===== src/rtl/riscv_noc_loopback_pkg.sv =====
// Shared types and header-field helpers for the NoC loopback endpoint.
// The header swap is written as a function so any flit/field width can reuse it.
package riscv_noc_loopback_pkg;

  localparam int MAX_FLIT_W = 512;
  localparam int IDX_W      = $clog2(MAX_FLIT_W);
  localparam int CLASS_W    = 3;

  typedef enum logic [1:0] {
    RX_HDR,
    RX_BODY,
    RX_SINK
  } rx_state_t;

  function automatic int dest_msb(input int fw);
    return fw - 1;
  endfunction

  // src sits below dest with a CLASS_W-bit class field in between
  function automatic int src_msb(input int fw, input int dw);
    return fw - dw - 1 - CLASS_W;
  endfunction

  function automatic logic [MAX_FLIT_W-1:0] hdr_swap(input logic [MAX_FLIT_W-1:0] flit,
                                                     input int fw, input int dw);
    logic [MAX_FLIT_W-1:0] res;
    res = flit;
    for (int i = 0; i < dw; i++) begin
      res[IDX_W'(dest_msb(fw) - i)]    = flit[IDX_W'(src_msb(fw, dw) - i)];
      res[IDX_W'(src_msb(fw, dw) - i)] = flit[IDX_W'(dest_msb(fw) - i)];
    end
    return res;
  endfunction

endpackage


===== src/rtl/riscv_noc_loopback_if.sv =====
// Bundled NoC handshake and status signals between a tile and the loopback.
// slave = loopback side, master = tile/bench side.
interface riscv_noc_loopback_if #(
  parameter int CHANNELS   = 2,
  parameter int FLIT_WIDTH = 32
);

  logic [CHANNELS*FLIT_WIDTH-1:0] in_flit;
  logic [CHANNELS-1:0]            in_last;
  logic [CHANNELS-1:0]            in_valid;
  logic [CHANNELS-1:0]            in_ready;
  logic [CHANNELS*FLIT_WIDTH-1:0] out_flit;
  logic [CHANNELS-1:0]            out_last;
  logic [CHANNELS-1:0]            out_valid;
  logic [CHANNELS-1:0]            out_ready;
  logic [CHANNELS-1:0]            sink;
  logic [CHANNELS*16-1:0]         pkt_count;
  logic [CHANNELS-1:0]            long_pkt_err;

  modport slave (
    input  in_flit, in_last, in_valid, out_ready, sink,
    output in_ready, out_flit, out_last, out_valid, pkt_count, long_pkt_err
  );

  modport master (
    output in_flit, in_last, in_valid, out_ready, sink,
    input  in_ready, out_flit, out_last, out_valid, pkt_count, long_pkt_err
  );

endinterface


===== src/rtl/riscv_noc_loopback_channel.sv =====
// One virtual channel: store-and-forward FIFO with header rewrite, sink mode,
// cut-through fallback for over-long packets, and per-channel counters.
//   state   | meaning
//   RX_HDR  | next accepted flit is a header; sink sampled on acceptance
//   RX_BODY | mid-packet, flits are stored
//   RX_SINK | mid-packet, flits are discarded
module riscv_noc_loopback_channel
  import riscv_noc_loopback_pkg::*;
#(
  parameter int FLIT_WIDTH = 32,
  parameter int DEPTH      = 16,
  parameter int DEST_WIDTH = 5,
  parameter int SWAP_HDR   = 1
) (
  input  logic                  clk,
  input  logic                  rst,
  input  logic [FLIT_WIDTH-1:0] in_flit,
  input  logic                  in_last,
  input  logic                  in_valid,
  output logic                  in_ready,
  output logic [FLIT_WIDTH-1:0] out_flit,
  output logic                  out_last,
  output logic                  out_valid,
  input  logic                  out_ready,
  input  logic                  sink,
  output logic [15:0]           pkt_count,
  output logic                  long_pkt_err
);

  localparam int AW = $clog2(DEPTH);
  localparam logic [AW:0] PTR_ONE = 1;

  typedef logic [FLIT_WIDTH:0] entry_t;

  entry_t      mem [DEPTH];
  logic [AW:0] wr_ptr, rd_ptr, cmpl_cnt;
  rx_state_t   rx_state, rx_next;
  logic        cut, err_q;
  logic [15:0] pkt_q;

  logic full, empty, in_hdr, sink_eff, accept, push, pop, head_last, cut_start;
  logic [FLIT_WIDTH-1:0] swapped;
  entry_t wr_entry, head;

  always_ff @(posedge clk or posedge rst) begin
    if (rst) rx_state <= RX_HDR;
    else     rx_state <= rx_next;
  end

  always_comb begin
    rx_next  = rx_state;
    in_hdr   = (rx_state == RX_HDR);
    // header flits obey the live sink input; the rest of the packet follows the latched choice
    sink_eff = in_hdr ? sink : (rx_state == RX_SINK);
    in_ready = sink_eff | ~full;
    accept   = in_valid & in_ready;
    push     = accept & ~sink_eff;
    if (accept) begin
      if (in_last)     rx_next = RX_HDR;
      else if (in_hdr) rx_next = sink ? RX_SINK : RX_BODY;
    end
  end

  assign full  = (wr_ptr[AW] != rd_ptr[AW]) && (wr_ptr[AW-1:0] == rd_ptr[AW-1:0]);
  assign empty = (wr_ptr == rd_ptr);

  assign swapped  = FLIT_WIDTH'(hdr_swap(MAX_FLIT_W'(in_flit), FLIT_WIDTH, DEST_WIDTH));
  assign wr_entry = {in_last, ((SWAP_HDR != 0) && in_hdr) ? swapped : in_flit};

  assign head      = mem[rd_ptr[AW-1:0]];
  assign head_last = head[FLIT_WIDTH];
  assign out_valid = ~empty & ((cmpl_cnt != '0) | cut);
  assign out_flit  = empty ? '0 : head[FLIT_WIDTH-1:0];
  assign out_last  = ~empty & head_last;
  assign pop       = out_valid & out_ready;

  // a full FIFO with no complete packet can never drain store-and-forward
  assign cut_start = full && (cmpl_cnt == '0);

  always_ff @(posedge clk) begin
    if (push) mem[wr_ptr[AW-1:0]] <= wr_entry;
  end

  always_ff @(posedge clk or posedge rst) begin
    if (rst) begin
      wr_ptr   <= '0;
      rd_ptr   <= '0;
      cmpl_cnt <= '0;
      cut      <= 1'b0;
      err_q    <= 1'b0;
      pkt_q    <= '0;
    end else begin
      if (push) wr_ptr <= wr_ptr + PTR_ONE;
      if (pop)  rd_ptr <= rd_ptr + PTR_ONE;
      case ({push & in_last, pop & head_last})
        2'b10:   cmpl_cnt <= cmpl_cnt + PTR_ONE;
        2'b01:   cmpl_cnt <= cmpl_cnt - PTR_ONE;
        default: cmpl_cnt <= cmpl_cnt;
      endcase
      if (pop & head_last) cut <= 1'b0;
      else if (cut_start)  cut <= 1'b1;
      if (cut_start) err_q <= 1'b1;
      if (accept & in_last) pkt_q <= pkt_q + 16'd1;
    end
  end

  assign pkt_count    = pkt_q;
  assign long_pkt_err = err_q;

endmodule


===== src/rtl/riscv_noc_loopback.sv =====
// NoC loopback endpoint for tile benches: one independent channel per
// virtual channel, sliced out of the flattened interface vectors.
module riscv_noc_loopback
  import riscv_noc_loopback_pkg::*;
#(
  parameter int CHANNELS   = 2,
  parameter int FLIT_WIDTH = 32,
  parameter int DEPTH      = 16,
  parameter int DEST_WIDTH = 5,
  parameter int SWAP_HDR   = 1
) (
  input logic                 clk,
  input logic                 rst,
  riscv_noc_loopback_if.slave noc
);

  for (genvar c = 0; c < CHANNELS; c++) begin : g_ch
    riscv_noc_loopback_channel #(
      .FLIT_WIDTH (FLIT_WIDTH),
      .DEPTH      (DEPTH),
      .DEST_WIDTH (DEST_WIDTH),
      .SWAP_HDR   (SWAP_HDR)
    ) u_ch (
      .clk          (clk),
      .rst          (rst),
      .in_flit      (noc.in_flit[c*FLIT_WIDTH +: FLIT_WIDTH]),
      .in_last      (noc.in_last[c]),
      .in_valid     (noc.in_valid[c]),
      .in_ready     (noc.in_ready[c]),
      .out_flit     (noc.out_flit[c*FLIT_WIDTH +: FLIT_WIDTH]),
      .out_last     (noc.out_last[c]),
      .out_valid    (noc.out_valid[c]),
      .out_ready    (noc.out_ready[c]),
      .sink         (noc.sink[c]),
      .pkt_count    (noc.pkt_count[c*16 +: 16]),
      .long_pkt_err (noc.long_pkt_err[c])
    );
  end

endmodule

===== src/flat_wrapper.sv =====
// flat-port wrapper written by rule: the top's interface ports become plain ports
module riscv_noc_loopback_flat import riscv_noc_loopback_pkg::*;
#(
  parameter int CHANNELS   = 2,
  parameter int FLIT_WIDTH = 32,
  parameter int DEPTH      = 16,
  parameter int DEST_WIDTH = 5,
  parameter int SWAP_HDR   = 1
)
  (clk, rst, noc_in_flit, noc_in_last, noc_in_valid, noc_out_ready, noc_sink, noc_in_ready, noc_out_flit, noc_out_last, noc_out_valid, noc_pkt_count, noc_long_pkt_err);
  riscv_noc_loopback_if #(.CHANNELS(CHANNELS), .FLIT_WIDTH(FLIT_WIDTH)) noc_i ();
  input logic clk;
  input logic rst;
  input wire logic [$bits(noc_i.in_flit)-1:0] noc_in_flit;
  input wire logic [$bits(noc_i.in_last)-1:0] noc_in_last;
  input wire logic [$bits(noc_i.in_valid)-1:0] noc_in_valid;
  input wire logic [$bits(noc_i.out_ready)-1:0] noc_out_ready;
  input wire logic [$bits(noc_i.sink)-1:0] noc_sink;
  output wire logic [$bits(noc_i.in_ready)-1:0] noc_in_ready;
  output wire logic [$bits(noc_i.out_flit)-1:0] noc_out_flit;
  output wire logic [$bits(noc_i.out_last)-1:0] noc_out_last;
  output wire logic [$bits(noc_i.out_valid)-1:0] noc_out_valid;
  output wire logic [$bits(noc_i.pkt_count)-1:0] noc_pkt_count;
  output wire logic [$bits(noc_i.long_pkt_err)-1:0] noc_long_pkt_err;
  assign noc_i.in_flit = noc_in_flit;
  assign noc_i.in_last = noc_in_last;
  assign noc_i.in_valid = noc_in_valid;
  assign noc_i.out_ready = noc_out_ready;
  assign noc_i.sink = noc_sink;
  assign noc_in_ready = noc_i.in_ready;
  assign noc_out_flit = noc_i.out_flit;
  assign noc_out_last = noc_i.out_last;
  assign noc_out_valid = noc_i.out_valid;
  assign noc_pkt_count = noc_i.pkt_count;
  assign noc_long_pkt_err = noc_i.long_pkt_err;
  riscv_noc_loopback #(.CHANNELS(CHANNELS), .FLIT_WIDTH(FLIT_WIDTH), .DEPTH(DEPTH), .DEST_WIDTH(DEST_WIDTH), .SWAP_HDR(SWAP_HDR)) u_core (.clk(clk), .rst(rst), .noc(noc_i));
endmodule

===== config.mk =====
export PLATFORM = sky130hd
export DESIGN_NAME = riscv_noc_loopback_flat
export DESIGN_NICKNAME = d
export VERILOG_FILES = /design/src/rtl/riscv_noc_loopback_pkg.sv /design/src/rtl/riscv_noc_loopback_if.sv /design/src/rtl/riscv_noc_loopback_channel.sv /design/src/rtl/riscv_noc_loopback.sv /design/src/flat_wrapper.sv
export SDC_FILE = /design/constraint.sdc
export NUM_CORES = 1
export LEC_CHECK = 0
export ABC_CLOCK_PERIOD_IN_PS = 8500
export CAP_MARGIN = 20
export CORE_AREA = 5 5 296 298
export CTS_CLUSTER_SIZE = 16
export DETAILED_ROUTE_END_ITERATION = 6
export DIE_AREA = 0 0 301 303
export DONT_BUFFER_PORTS = 1
export PLACE_DENSITY_LB_ADDON = 0.2
export SLEW_MARGIN = 20
export SYNTH_ARGS = -nofsm -noshare
export SYNTH_HDL_FRONTEND = slang
export SYNTH_SLANG_ARGS = --single-unit

===== constraint.sdc =====
create_clock -name clk -period 8.5 [get_ports clk]
set_input_delay 0.85 -clock clk [delete_from_list [all_inputs] [get_ports clk]]
set_output_delay 0.85 -clock clk [all_outputs]
set_load 0.05 [all_outputs]

# Word level (Yosys, flattened, before mapping)
# Memories as Yosys holds them, arrays and structs flattened.
# Cells that the tools add are included.
[totals]
ramBits = 1056
in_bits = 74
n_memories = 2
elab_cells = 104
ff_bits = 70
[op_classes]
eq_ne = 12
n_addsub = 10
mux = 22
bitwise_logic = 26
n_reduce_logical = 18
[memory_table]
columns = ["memory", "words", "word_bits", "read_ports", "rd_clocked_by_memory_dff", "write_ports", "line", "source"]
rows = [
  ["u_core.g_ch[0].u_ch.mem", 16, 33, 1, 0, 1, "riscv_noc_loopback_channel.sv:35", "entry_t mem [DEPTH];"],
  ["u_core.g_ch[1].u_ch.mem", 16, 33, 1, 0, 1, "riscv_noc_loopback_channel.sv:35", ""],
]
[ops]
columns = ["op", "n"]
rows = [
  ["32-bit two-way mux", 4],
  ["16-bit by 1-bit adder with 16-bit output (second input constant)", 2],
  ["5-bit by 1-bit adder with 5-bit output (second input constant)", 6],
  ["5-bit one-hot mux with 2 select lines", 2],
  ["1-bit AND", 16],
  ["2-bit two-way mux", 6],
  ["2-bit nonzero test", 6],
  ["5-bit == test", 2],
  ["5-bit zero test", 2],
  ["1-bit two-way mux", 10],
  ["5-bit nonzero test", 2],
  ["5-bit by 1-bit subtractor with 5-bit output (second input constant)", 2],
  ["2-bit == test (second input constant)", 4],
  ["4-bit == test", 2],
  ["1-bit NOT", 6],
  ["2-bit by 1-bit == test with 1-bit output (second input constant)", 2],
  ["1-bit logical AND", 4],
  ["2-bit zero test", 2],
  ["1-bit bitwise OR", 4],
  ["2-bit AND reduction", 2],
  ["1-bit != test", 2],
]

# Longest topological paths before layout
# Gate-level depths: netlist (run 1).
[depth]
depth_word = 9
mapped_depth = 15
mapped_depth_nobuf = 12

# Hierarchy
# A second synthesis (run 1) with hierarchy kept.
[unflattened]
cells_unflattened = 2092
area_unflattened_um2 = 44382.6
[by_module_without_submodules]
columns = ["module", "cells_each", "area_per_inst_um2", "n_inst"]
rows = [
  ["riscv_noc_loopback_channel at u_core.g_ch[1].u_ch", 1047, 22225.1, 1],
  ["riscv_noc_loopback_channel at u_core.g_ch[0].u_ch", 1045, 22157.5, 1],
]

# Worst setup path before layout (run 1)
# OpenSTA, ideal clock, no wires.
[synth_path]
path_type = "input to register"
start = "input noc_sink[0]"
end = "memory u_core.g_ch[0].u_ch.mem[3][0] (netlist name), enable pin"
t_arrival_ns = 3.985
slack_ns = 4.050
setup_ns = 0.465
stages = 5
path_cell_list = "o21ai_1 > o211a_1 > clkbuf_1 > nand2_1 > nor3_1"
[synth_between]
elab_chain_len = 6
[synth_rtl]
columns = ["item", "line", "source"]
rows = [
  ["start: declaration", "flat_wrapper.sv:18", "input wire logic [$bits(noc_i.sink)-1:0] noc_sink;"],
  ["1-bit two-way mux (*)", "riscv_noc_loopback_channel.sv:54", "sink_eff = in_hdr ? sink : (rx_state == RX_SINK);"],
  ["1-bit bitwise OR", "riscv_noc_loopback_channel.sv:55", "in_ready = sink_eff | ~full;"],
  ["1-bit AND", "riscv_noc_loopback_channel.sv:56", "accept = in_valid & in_ready;"],
  ["1-bit AND (*)", "riscv_noc_loopback_channel.sv:57", "push = accept & ~sink_eff;"],
  ["1-bit two-way mux (*)", "riscv_noc_loopback_channel.sv:81", "if (push) mem[wr_ptr[AW-1:0]] <= wr_entry;"],
  ["1-bit two-way mux (not written as such) (*)", "riscv_noc_loopback_channel.sv:81", ""],
  ["end: declaration", "riscv_noc_loopback_channel.sv:35", ""],
]
# Mark *: on every way between the ends. The rest lies on a longest branch, timed or not.

# Worst setup path after layout (run 1)
[layout_path]
start = "register u_core.g_ch[0].u_ch.rd_ptr[2]"
end = "output noc_out_flit[31]"
[layout_between]
elab_chain_len = 2
[layout_rtl]
columns = ["item", "line", "source"]
rows = [
  ["start: declaration", "riscv_noc_loopback_channel.sv:36", "logic [AW:0] wr_ptr, rd_ptr, cmpl_cnt;"],
  ["start signal: assignment", "riscv_noc_loopback_channel.sv:94", "if (pop) rd_ptr <= rd_ptr + PTR_ONE;"],
  ["memory read 16 x 33 bit / 5-bit == test (equally long branches)", "n/a", ""],
  ["32-bit two-way mux (*)", "riscv_noc_loopback_channel.sv:73", "assign out_flit = empty ? '0 : head[FLIT_WIDTH-1:0];"],
  ["end: declaration", "flat_wrapper.sv:20", "output wire logic [$bits(noc_i.out_flit)-1:0] noc_out_flit;"],
]
# Marks and branches as above.

==> reports/summary.log, run 1 <==
qor: clock_tree.clock_slew_seen_by_the_registers_of_the_worst_setup_and_hold_paths 0.06 ns
qor: pwr.peakVddDrop 248 µV
qor: outcome.result_of_the_run complete, no violations
qor: layout.antenna_cells 0
qor: hold_path.min-delay-path-class input pin to async pin
qor: layout.layout-drive-gt1-share 0.270
qor: global_routing.total_routing_usage_gr 0.202
qor: critical_path.critical_path.max_fanout 54
qor: synth.synthesis.instances 2,106
qor: sta.finalCritPeriodShare 0.590
qor: sta.finalHoldWorstSlack 0.154 ns
qor: sta.slew_headroom 0.197
qor: run.drv_cap 0
qor: pwr.power_density 357 nW/µm²
qor: sta.worst-slew-pin-transition 1.20 ns
qor: floorplanning.core_region_area 84,600 µm²
qor: floorplanning.die_w 301 µm
qor: route.via_count 20,500
qor: sta.achievable-frequency 199 MHz
qor: sta.clock-skew-final 0.0228 ns
qor: clock_tree.cts_tree done
qor: clock_tree.cts_num_sinks 1,126
qor: synth.synth-seq-area-share 0.753
qor: synth.ys.flop_type edfxtp_1
qor: clock_tree.tritoncts.num_buffers 112
qor: global_routing.grt_pass1_wl 138,000 µm
qor: route.drt_pre_antenna_iters 5
qor: placed_design.port_buffers 0
qor: synth.synth.area.top_cells edfxtp_1, mux4_2, dfrtp_1
qor: clock_tree.cts_root_buffer clkbuf_16
qor: sta.timing.final.max_slew_violations 0
qor: pwr.static-leakage-power 15.9 nW
qor: clock_tree.clk-insertion-delay-late 0.68 ns
qor: clock_tree.cts.path.max_buffers 3
qor: placed_design.dpl.hpwl 48,600 µm
qor: synth.total_nets_after_synthesis 2,202
qor: synth.syn_avg_cell_area 21.1 µm²
qor: critical_path.critPathCaptureType output pin
qor: synth.yosysMostFrequentCell edfxtp_1
qor: route.wire_length_per_cell_after_detailed_routing 27.1 µm
qor: global_routing.global_route.usage.met3 0.0353
qor: global_routing.grt_antenna_before_repair 0
qor: global_routing.global_route.peak_usage_layer met2
qor: route.detail_route.vias_per_cell 6.07
qor: synth.yosys.cell_types.count 51
qor: floorplanning.die-area 91,200 µm²
qor: critical_path.cp.arrival 4.16 ns
qor: synth.ys_async_sr_fraction 0.0622
qor: critical_path.path_class register to output pin
qor: synth.count_of_synthesis_stage_warnings_from_yosys 0
qor: clock_tree.cts_setup_buffers 0
qor: critical_path.crit_required 7.65 ns
qor: route.first_iter_violations 1,666
qor: sta.timing.final.hold_violations 0
qor: critical_path.startpoint_type register
qor: global_routing.grt_start_max_net_pins 99
qor: synth.yosys.area.top_type edfxtp_1
qor: sta.setup_viols_final 0
qor: sta.period_minus_slack 5.01 ns
qor: synth.synth_enable_flop_cells 1,056
qor: floorplanning.floorplan.rows 107
qor: global_routing.via_count_of_the_first_global_routing_pass 21,500
qor: floorplanning.die_h 303 µm
qor: synth.post_synth_most_frequent_cells edfxtp_1, mux4_2, a211oi_1
qor: sta.finalSetupTns 0 ns
qor: clock_tree.cts.htree.levels 3
qor: route.totalWireLength 91,500 µm
qor: route.drt.antenna.violating_nets 0
qor: global_routing.met2_usage 0.357
qor: route.drcViolationCount 0
qor: global_routing.use_met1 0.263
qor: placed_design.globalplace.congestion 0.745
qor: synth.syn-cell-area 44,400 µm²
qor: floorplanning.initial_utilization 0.525
qor: global_routing.grt.overflow.total 0
qor: synth.ys_ff_latch 1,126
qor: clock_tree.cts_resized 0
qor: layout.area_delta_synth_final 11.6%
qor: floorplanning.floorplan.io_pins 178
qor: layout.finish.net_count 2,234
qor: clock_tree.hold_buffers 0
qor: synth.yosys.area.top_type_share 0.714
qor: sta.grt_setup_unrepaired no
==> through the flow <==
step                setup WS, ns  instance area (µm²)  cells   util  total power [mW]
floorplan                   4.05                44400   2106      -              11.8
finish                      3.49                49600   3377  0.586              17.7
global placement            3.93                46000   3167  0.543              13.1
detailed placement          3.95                46000   3167  0.543              13.2
CTS                         3.21                49600   3376  0.586              17.9
global route                3.24                49600   3377  0.586              18.5
==> sequential cells by signal (all words and copies together) (netlist names) <==
register,cells
u_core.g_ch.u_ch.cmpl_cnt,10
u_core.g_ch.u_ch.cut,2
u_core.g_ch.u_ch.long_pkt_err,2
u_core.g_ch.u_ch.mem,1056
u_core.g_ch.u_ch.pkt_count,32
u_core.g_ch.u_ch.rd_ptr,10
u_core.g_ch.u_ch.rx_state,4
u_core.g_ch.u_ch.wr_ptr,10
==> layout make-up <==
type                    instances  area (µm²)
inverters                      19        71.3
clock inverters                70         674
flip-flops and latches       1126       33500
well taps                    1144        1430
multi-input cells             837       10700
clock buffers                 139        2900
repair buffers                 42         348
fillers                      6115       35000
==> worst max-delay path, cell delays in order (launching register included) <==
cell and delay [ns]:
dfrtp_4 1.01, buf_4 0.87, mux4_2 0.36, nor2b_1 0.13, a211oi_1 0.08, a211oi_2 0.97
==> cell families (layout without fill, tap and decap cells) <==
logic type	after synthesis	in the layout	synth area share
AO/OA/AOI/OAI	169	169	0.0281
XOR/XNOR	66	66	0.0130
flip-flops	1126	1126	0.753
multiplexers	357	357	0.155
buffers and inverters	143	270	0.0157
adder cells (fa/ha/maj)	22	22	0.00653
AND/OR/NAND/NOR	223	223	0.0286
==> per-layer routing <==
layer | vias to the layer above | share of wire
li1 | 8810 | -
met1 | 11000 | 0.40
met3 | 140 | 0.055
met5 | - | 0
met2 | 566 | 0.52
met4 | 0 | 0.023
==> power breakdown <==
part	switching [mW]	total [mW]	internal, mW
sequential	0.622	7.22	6.60
combinational	3.61	5.71	2.10
clock	2.06	4.77	2.71
==> worst paths after layout <==
| kind | cells after the start | endpoint | from | slack [ns] |
|---|---|---|---|---|
| worst max-delay path | 5 | noc_out_flit[31] | u_core.g_ch[0].u_ch.rd_ptr[2]$_DFFE_PP0P_ | 3.49 |
| worst min-delay path | 1 | u_core.g_ch[1].u_ch.pkt_count[15]$_DFFE_PP0P_ | rst | 0.15 |
| worst max register to register | 12 | u_core.g_ch[0].u_ch.cmpl_cnt[4]$_DFFE_PP0P_ | u_core.g_ch[0].u_ch.rd_ptr[2]$_DFFE_PP0P_ | 4.29 |
| worst min register to register | 1 | u_core.g_ch[1].u_ch.cmpl_cnt[4]$_DFFE_PP0P_ | u_core.g_ch[1].u_ch.cmpl_cnt[4]$_DFFE_PP0P_ | 0.47 |
| max in group asynchronous | 2 | u_core.g_ch[0].u_ch.rd_ptr[0]$_DFFE_PP0P_ | rst | 7.30 |
| min in group clk | 0 | u_core.g_ch[1].u_ch.mem[4][10]$_DFFE_PP_ | noc_in_flit[42] | 0.26 |
==> cells in the final DEF (no fill, tap or decap), types with 16 or more instances in the layout <==
cell type	n
inv_1	16
a211oi_1	64
nor2_1	19
clkinv_1	24
a211oi_2	64
nor2b_1	72
ha_1	20
xnor2_1	48
mux2_2	22
clkinv_2	21
buf_4	40
edfxtp_1	1056
nand4_1	17
clkbuf_1	27
clkbuf_16	112
mux4_2	261
dfrtp_1	62
nand2_1	30
and3_2	26
mux2i_1	69
xor2_1	18
(Power assumes the default switching activity.)
==> run 2, diff against run 1 <==
Settings changed: ABC_CLOCK_PERIOD_IN_PS 8500 to 5140.
Clock period 8.5 ns to 5.14 ns, I/O delays scaled along.
==> run 2 against run 1 <==
Effect of this change:
- sequential power is 63% higher
- final area is 1.3% higher
- combinational power is 73% higher
- clock power is 64% higher
- final cell count is 1.8% higher
- power is 67% higher
- utilization is 0.74 points higher
- worst setup slack worse by 2.4 ns
- clock-buffer cell count is 7 lower
- flip-flop and latch count stayed put
==> reports/summary.log, run 2 (same netlist as run 1, synthesis figures left out) <==
qor: critical_path.timing.critical_path.slowest_cell_delay 0.94 ns
qor: clock_tree.cts_setup_buffers 0
qor: sta.grt_setup_unrepaired no
qor: sta.finalHoldWorstSlack 0.0453 ns
qor: critical_path.cp.arrival 3.58 ns
qor: hold_path.min-delay-path-class input pin to register
qor: clock_tree.clk-insertion-delay-late 0.68 ns
qor: layout.postLayoutCellArea 50,200 µm²
qor: sta.setup_viols_final 0
qor: global_routing.grt_start_max_net_pins 125
qor: critical_path.timing.critical_path.cells buf_4, mux4_2, nor2b_1, a211oi_1, a211oi_2
qor: route.via_count 20,500
qor: pwr.power 29.5 mW
qor: global_routing.total_routing_usage_gr 0.202
qor: route.wire_length_per_cell_after_detailed_routing 26.6 µm
qor: layout.final_cells 3,439
qor: route.totalWireLength 91,400 µm
qor: layout.largest_register_ff_count 1,056
qor: layout.layout_commonest_cell edfxtp_1
qor: clock_tree.cts.path.max_buffers 3
qor: global_routing.grt.overflow.total 0
qor: floorplanning.initial_utilization 0.525
qor: clock_tree.clock_slew_seen_by_the_registers_of_the_worst_setup_and_hold_paths 0.06 ns
qor: sta.clock-skew-final 0.0369 ns
qor: floorplanning.die_h 303 µm
qor: placed_design.pre_cts_slack 1.60 ns
qor: critical_path.startpoint_type register
qor: clock_tree.cts_root_buffer clkbuf_16
qor: pwr.static-leakage-power 16.1 nW
qor: route.first_iter_violations 1,579
qor: clock_tree.cts_num_sinks 1,126
qor: layout.final_util 0.594
qor: global_routing.grt_antenna_before_repair 3
qor: outcome.result_of_the_run complete, no violations
qor: route.drcViolationCount 0
qor: sta.period_minus_slack 4.09 ns
qor: route.drt.antenna.violating_nets 0
qor: critical_path.crit_required 4.63 ns
qor: global_routing.via_count_of_the_first_global_routing_pass 21,500
qor: route.detail_route.vias_per_cell 5.97
qor: critical_path.setup.reg_to_reg.worst_slack 1.58 ns
qor: layout.fill_cells 6,027
qor: sta.worst-slew-pin-transition 1.15 ns
qor: clock_tree.cts_tree done
qor: placed_design.globalplace.congestion 0.745
qor: sta.finalSetupTns 0 ns
qor: layout.area_delta_synth_final 13.0%
qor: layout.finish.net_count 2,294
qor: route.drt_pre_antenna_iters 5
qor: floorplanning.die_w 301 µm
qor: sta.timing.final.max_slew_violations 0
qor: placed_design.dpl.hpwl 50,600 µm
qor: sta.timing.final.hold_violations 0
qor: floorplanning.floorplan.io_pins 178
qor: placed_design.place_area 46,100 µm²
qor: pwr.power_density 587 nW/µm²
qor: critical_path.path_class register to output pin
qor: global_routing.grt_pass1_wl 138,000 µm
qor: sta.finalCritPeriodShare 0.796
qor: clock_tree.tritoncts.num_buffers 110
qor: sta.slew_headroom 0.233
qor: run.drv_cap 0
qor: placed_design.dp.cells 3,178
qor: critical_path.timing.critical_path.slowest_stage_cell a211oi_2
qor: layout.multi_input_area 10,700 µm²
qor: critical_path.critical_path.max_fanout 39
qor: placed_design.port_buffers 0
qor: sta.setup_slack 1.05 ns
qor: clock_tree.cts.htree.levels 3
qor: critical_path.critPathCaptureType output pin
qor: critical_path.timing.critical_path.buf_inv 1
qor: sta.achievable-frequency 245 MHz
qor: layout.seqCellArea 33,500 µm²
qor: layout.layout-drive-gt1-share 0.265
qor: pwr.peakVddDrop 379 µV
qor: floorplanning.core_region_area 84,600 µm²
qor: critical_path.critical-path-top-delay-family compound AO/OA/AOI/OAI gates
qor: floorplanning.floorplan.rows 107
qor: layout.most_used_cells_in_the_layout_excluding_fill_and_tap_cells edfxtp_1, mux4_2, clkbuf_16
qor: floorplanning.die-area 91,200 µm²
-- run 2: cell types whose count changed in the layout (fill, tap and decap cells not counted), moves of 4 or more --
| cell | before | now |
|---|---|---|
| dlygate4sd3_1 | 0 | 51 |
| clkinv_1 | 24 | 33 |
| buf_4 | 40 | 47 |
| clkbuf_1 | 27 | 22 |
| buf_12 | 1 | 5 |
-- run 2: power breakdown --
| group | internal, mW | switching, mW | total, mW | leakage, nW |
|---|---|---|---|---|
| logic | 3.61 | 6.27 | 9.88 | 4.02 |
| clock network | 4.41 | 3.40 | 7.81 | 1.71 |
| registers | 10.9 | 0.881 | 11.8 | 10.4 |
| total | 18.9 | 10.6 | 29.5 | 16.1 |
-- run 2: area by class of cell --
| cell class | instances | area share |
|---|---|---|
| inverter | 19 | 0.00142 |
| multi-input combinational | 837 | 0.212 |
| sequential | 1126 | 0.667 |
| timing repair buffer | 104 | 0.0197 |
| antenna | 3 | 0.000149 |
| clock inverter | 74 | 0.0144 |
| tap | 1144 | 0.0285 |
| clock buffer | 132 | 0.0565 |
-- run 2: layer usage --
metal	track usage	vias up	wire, µm
met5	0	-	0
met4	0.0487	0	1990
met3	0.0372	134	4570
met2	0.357	451	48200
met1	0.263	11000	36600
li1	-	8917	-
-- run 2: worst reg2reg max path, cell delays in order (launching register included) --
cell,delay (ns)
dfrtp_4,0.82
xnor2_1,0.16
and4_1,0.34
a21oi_2,0.17
buf_4,0.24
and3_4,0.22
ha_1,0.23
inv_1,0.11
fa_1,0.41
nor2b_1,0.12
o21ai_0,0.12
and3_1,0.21
nor3_1,0.17
xor2_1,0.17
-- run 2: worst paths after layout --
check	from	endpoint	cells after the start
setup / recovery	u_core.g_ch[1].u_ch.rd_ptr[2]$_DFFE_PP0P_	noc_out_flit[45]	5
hold / removal	noc_out_ready[0]	u_core.g_ch[0].u_ch.rd_ptr[0]$_DFFE_PP0P_	2
setup reg to reg	u_core.g_ch[0].u_ch.rd_ptr[2]$_DFFE_PP0P_	u_core.g_ch[0].u_ch.cmpl_cnt[4]$_DFFE_PP0P_	13
hold reg to reg	u_core.g_ch[0].u_ch.cmpl_cnt[4]$_DFFE_PP0P_	u_core.g_ch[0].u_ch.cmpl_cnt[4]$_DFFE_PP0P_	1
max in group asynchronous	rst	u_core.g_ch[1].u_ch.rd_ptr[2]$_DFFE_PP0P_	3
min in group asynchronous	rst	u_core.g_ch[0].u_ch.pkt_count[2]$_DFFE_PP0P_	2
-- run 2: what timing repair did --
| item | 4_1_cts | 5_1_grt |
|---|---|---|
| hold buffers | 51 | 0 |
| resized for setup | 0 | 0 |
| endpoints found under the hold margin | 779 | 0 |
==> run 3, diff against run 2 <==
Settings changed: ABC_CLOCK_PERIOD_IN_PS 5140 to 3890.
Clock period 5.14 ns to 3.89 ns, I/O delays scaled along.
==> run 3 against run 2 <==
Effect of this change:
- sequential power increased by 31%
- highest routed layer unchanged
- largest power group unchanged
- critical path type unchanged
- global-route usage grew 0.86 points
- wire length up 3.7%
- final cell count grew 2.7%
- worst hold slack improved by 0.014 ns
- flip-flop and latch count unchanged
- clock-buffer cell count up 10
- largest cell class unchanged
- combinational power grew 49%
- clock skew is 0.014 ns higher
==> reports/summary.log, run 3 (same netlist as run 1, synthesis figures left out) <==
qor: outcome.result_of_the_run complete, no violations
qor: layout.largest_register_ff_count 1,056
qor: clock_tree.cts_num_sinks 1,126
qor: layout.finish.net_count 2,384
qor: critical_path.path_class register to output pin
qor: route.top_layer met4
qor: clock_tree.tritoncts.num_buffers 112
qor: critical_path.timing.critical_path.buf_inv 2
qor: hold_path.hold-path-cell-count 3
qor: route.first_iter_violations 1,754
qor: placed_design.place_area 46,900 µm²
qor: critical_path.critical-path-top-delay-family flip-flops
qor: route.met3WireLength 5470 µm
qor: sta.grt_setup_unrepaired no
qor: pwr.power_density 791 nW/µm²
qor: clock_tree.cts_setup_buffers 0
qor: layout.multi_input_area 10,700 µm²
qor: sta.achievable-frequency 272 MHz
qor: sta.finalSetupTns 0 ns
qor: floorplanning.die_w 301 µm
qor: layout.area_delta_synth_final 14.8%
qor: floorplanning.die_h 303 µm
qor: placed_design.dp.cells 3,263
qor: layout.most_used_cells_in_the_layout_excluding_fill_and_tap_cells edfxtp_1, mux4_2, buf_4
qor: critical_path.timing.critical_path.slowest_cell_delay 0.70 ns
qor: clock_tree.clk-insertion-delay-late 0.68 ns
qor: layout.layout-drive-gt1-share 0.289
qor: global_routing.grt.overflow.total 0
qor: sta.slew_headroom 0.383
qor: placed_design.dpl.hpwl 53,600 µm
qor: global_routing.via_count_of_the_first_global_routing_pass 22,200
qor: global_routing.grt_start_max_net_pins 119
qor: layout.final_cells 3,533
qor: pwr.power 40.4 mW
qor: hold_path.min-delay-path-class input pin to register
qor: sta.clock-skew-final 0.0511 ns
qor: floorplanning.floorplan.rows 107
qor: route.via_count 21,100
qor: critical_path.cp.arrival 3.29 ns
qor: pwr.static-leakage-power 16.6 nW
qor: global_routing.grt_pass1_wl 144,000 µm
qor: pwr.peakVddDrop 717 µV
qor: critical_path.critPathCaptureType output pin
qor: floorplanning.core_region_area 84,600 µm²
qor: global_routing.total_routing_usage_gr 0.210
qor: sta.timing.final.max_slew_violations 0
qor: route.drcViolationCount 0
qor: layout.postLayoutCellArea 51,000 µm²
qor: route.drt_pre_antenna_iters 5
qor: placed_design.pre_cts_slack 0.565 ns
qor: layout.layout_commonest_cell edfxtp_1
qor: critical_path.critical_path.max_fanout 57
qor: layout.fill_cells 5,988
qor: critical_path.crit_required 3.50 ns
qor: sta.setup_viols_final 0
qor: floorplanning.initial_utilization 0.525
qor: critical_path.worst-r2r-cell-count 11
qor: critical_path.timing.critical_path.cells buf_16, mux4_2, nor2b_1, a211oi_1, a211oi_2, buf_4
qor: clock_tree.cts.htree.levels 3
qor: floorplanning.floorplan.io_pins 178
qor: sta.setup_slack 0.210 ns
qor: clock_tree.cts.path.max_buffers 3
qor: critical_path.worst-path-stages 6
qor: clock_tree.cts_tree done
qor: route.totalWireLength 94,800 µm
qor: sta.worst-slew-pin-transition 0.922 ns
qor: placed_design.port_buffers 0
qor: sta.timing.final.hold_violations 0
qor: route.routed-wl-met2 49,600 µm
qor: global_routing.grt_antenna_before_repair 5
qor: run.drv_cap 0
qor: clock_tree.clock_slew_seen_by_the_registers_of_the_worst_setup_and_hold_paths 0.06 ns
qor: route.detail_route.vias_per_cell 5.97
qor: critical_path.timing.critical_path.slowest_stage_cell dfrtp_4
qor: route.wire_length_per_cell_after_detailed_routing 26.8 µm
qor: clock_tree.cts_root_buffer clkbuf_16
qor: layout.seqCellArea 33,500 µm²
qor: placed_design.globalplace.congestion 0.771
qor: critical_path.startpoint_type register
qor: floorplanning.die-area 91,200 µm²
qor: route.drt.antenna.violating_nets 0
qor: route.detail_route.wirelength.met1 37,700 µm
qor: sta.period_minus_slack 3.68 ns
qor: sta.finalCritPeriodShare 0.946
-- run 3: through the flow --
step                      hold WS, ns   util
after global placement          0.446  0.554
after floorplan                 0.433      -
after CTS                      0.0163  0.603
after detailed placement        0.454  0.554
after global routing           0.0347  0.603
final                          0.0593  0.603
-- run 3: worst reg2reg max path, cell delays in order, from the launching register on --
cell and delay, ns:
dfrtp_4 0.58, mux4_2 0.53, mux2_2 0.27, a22o_1 0.25
and3_4 0.19, ha_1 0.23, ha_1 0.34, nor2b_1 0.15
o21ai_0 0.24, a21oi_1 0.12, nor3_1 0.23, xor2_1 0.16
-- run 3: worst paths after layout --
| path | to | from | slack, ns |
|---|---|---|---|
| min in group asynchronous | u_core.g_ch[1].u_ch.pkt_count[0]$_DFFE_PP0P_ | rst | 0.32 |
| setup / recovery | noc_out_flit[14] | u_core.g_ch[0].u_ch.rd_ptr[0]$_DFFE_PP0P_ | 0.21 |
| hold reg to reg | u_core.g_ch[0].u_ch.cmpl_cnt[4]$_DFFE_PP0P_ | u_core.g_ch[0].u_ch.cmpl_cnt[4]$_DFFE_PP0P_ | 0.47 |
| hold / removal | u_core.g_ch[1].u_ch.wr_ptr[3]$_DFFE_PP0P_ | noc_in_valid[1] | 0.06 |
| setup reg to reg | u_core.g_ch[0].u_ch.cmpl_cnt[4]$_DFFE_PP0P_ | u_core.g_ch[0].u_ch.rd_ptr[1]$_DFFE_PP0P_ | 0.47 |
| max in group asynchronous | u_core.g_ch[0].u_ch.rd_ptr[2]$_DFFE_PP0P_ | rst | 2.57 |
-- run 3: per-layer routing --
metal	global-route usage	vias up
li1	-	9122
met1	0.274	11300
met2	0.372	581
met3	0.0409	134
met4	0.0503	0
met5	0	-
-- run 3: area by class of cell --
cell class / instances / share of cell area
clock buffer: 142 / 0.0575
timing repair buffer: 192 / 0.0355
inverter: 19 / 0.00140
multi-input combinational: 837 / 0.209
antenna: 5 / 0.000245
sequential: 1126 / 0.656
tap: 1144 / 0.0281
clock inverter: 68 / 0.0117
-- run 3: repair_timing --
| action | CTS | global route |
|---|---|---|
| setup endpoints to repair | 2 | 10 |
| hold buffers | 55 | 0 |
| endpoints found under the hold margin | 785 | 0 |
| resized for setup | 1 | 5 |
-- run 3: power breakdown --
group / internal, mW / switching (mW)
Clock: 5.88 / 4.44
Sequential: 14.4 / 0.928
Combinational: 5.77 / 8.93
Total: 26.1 / 14.3
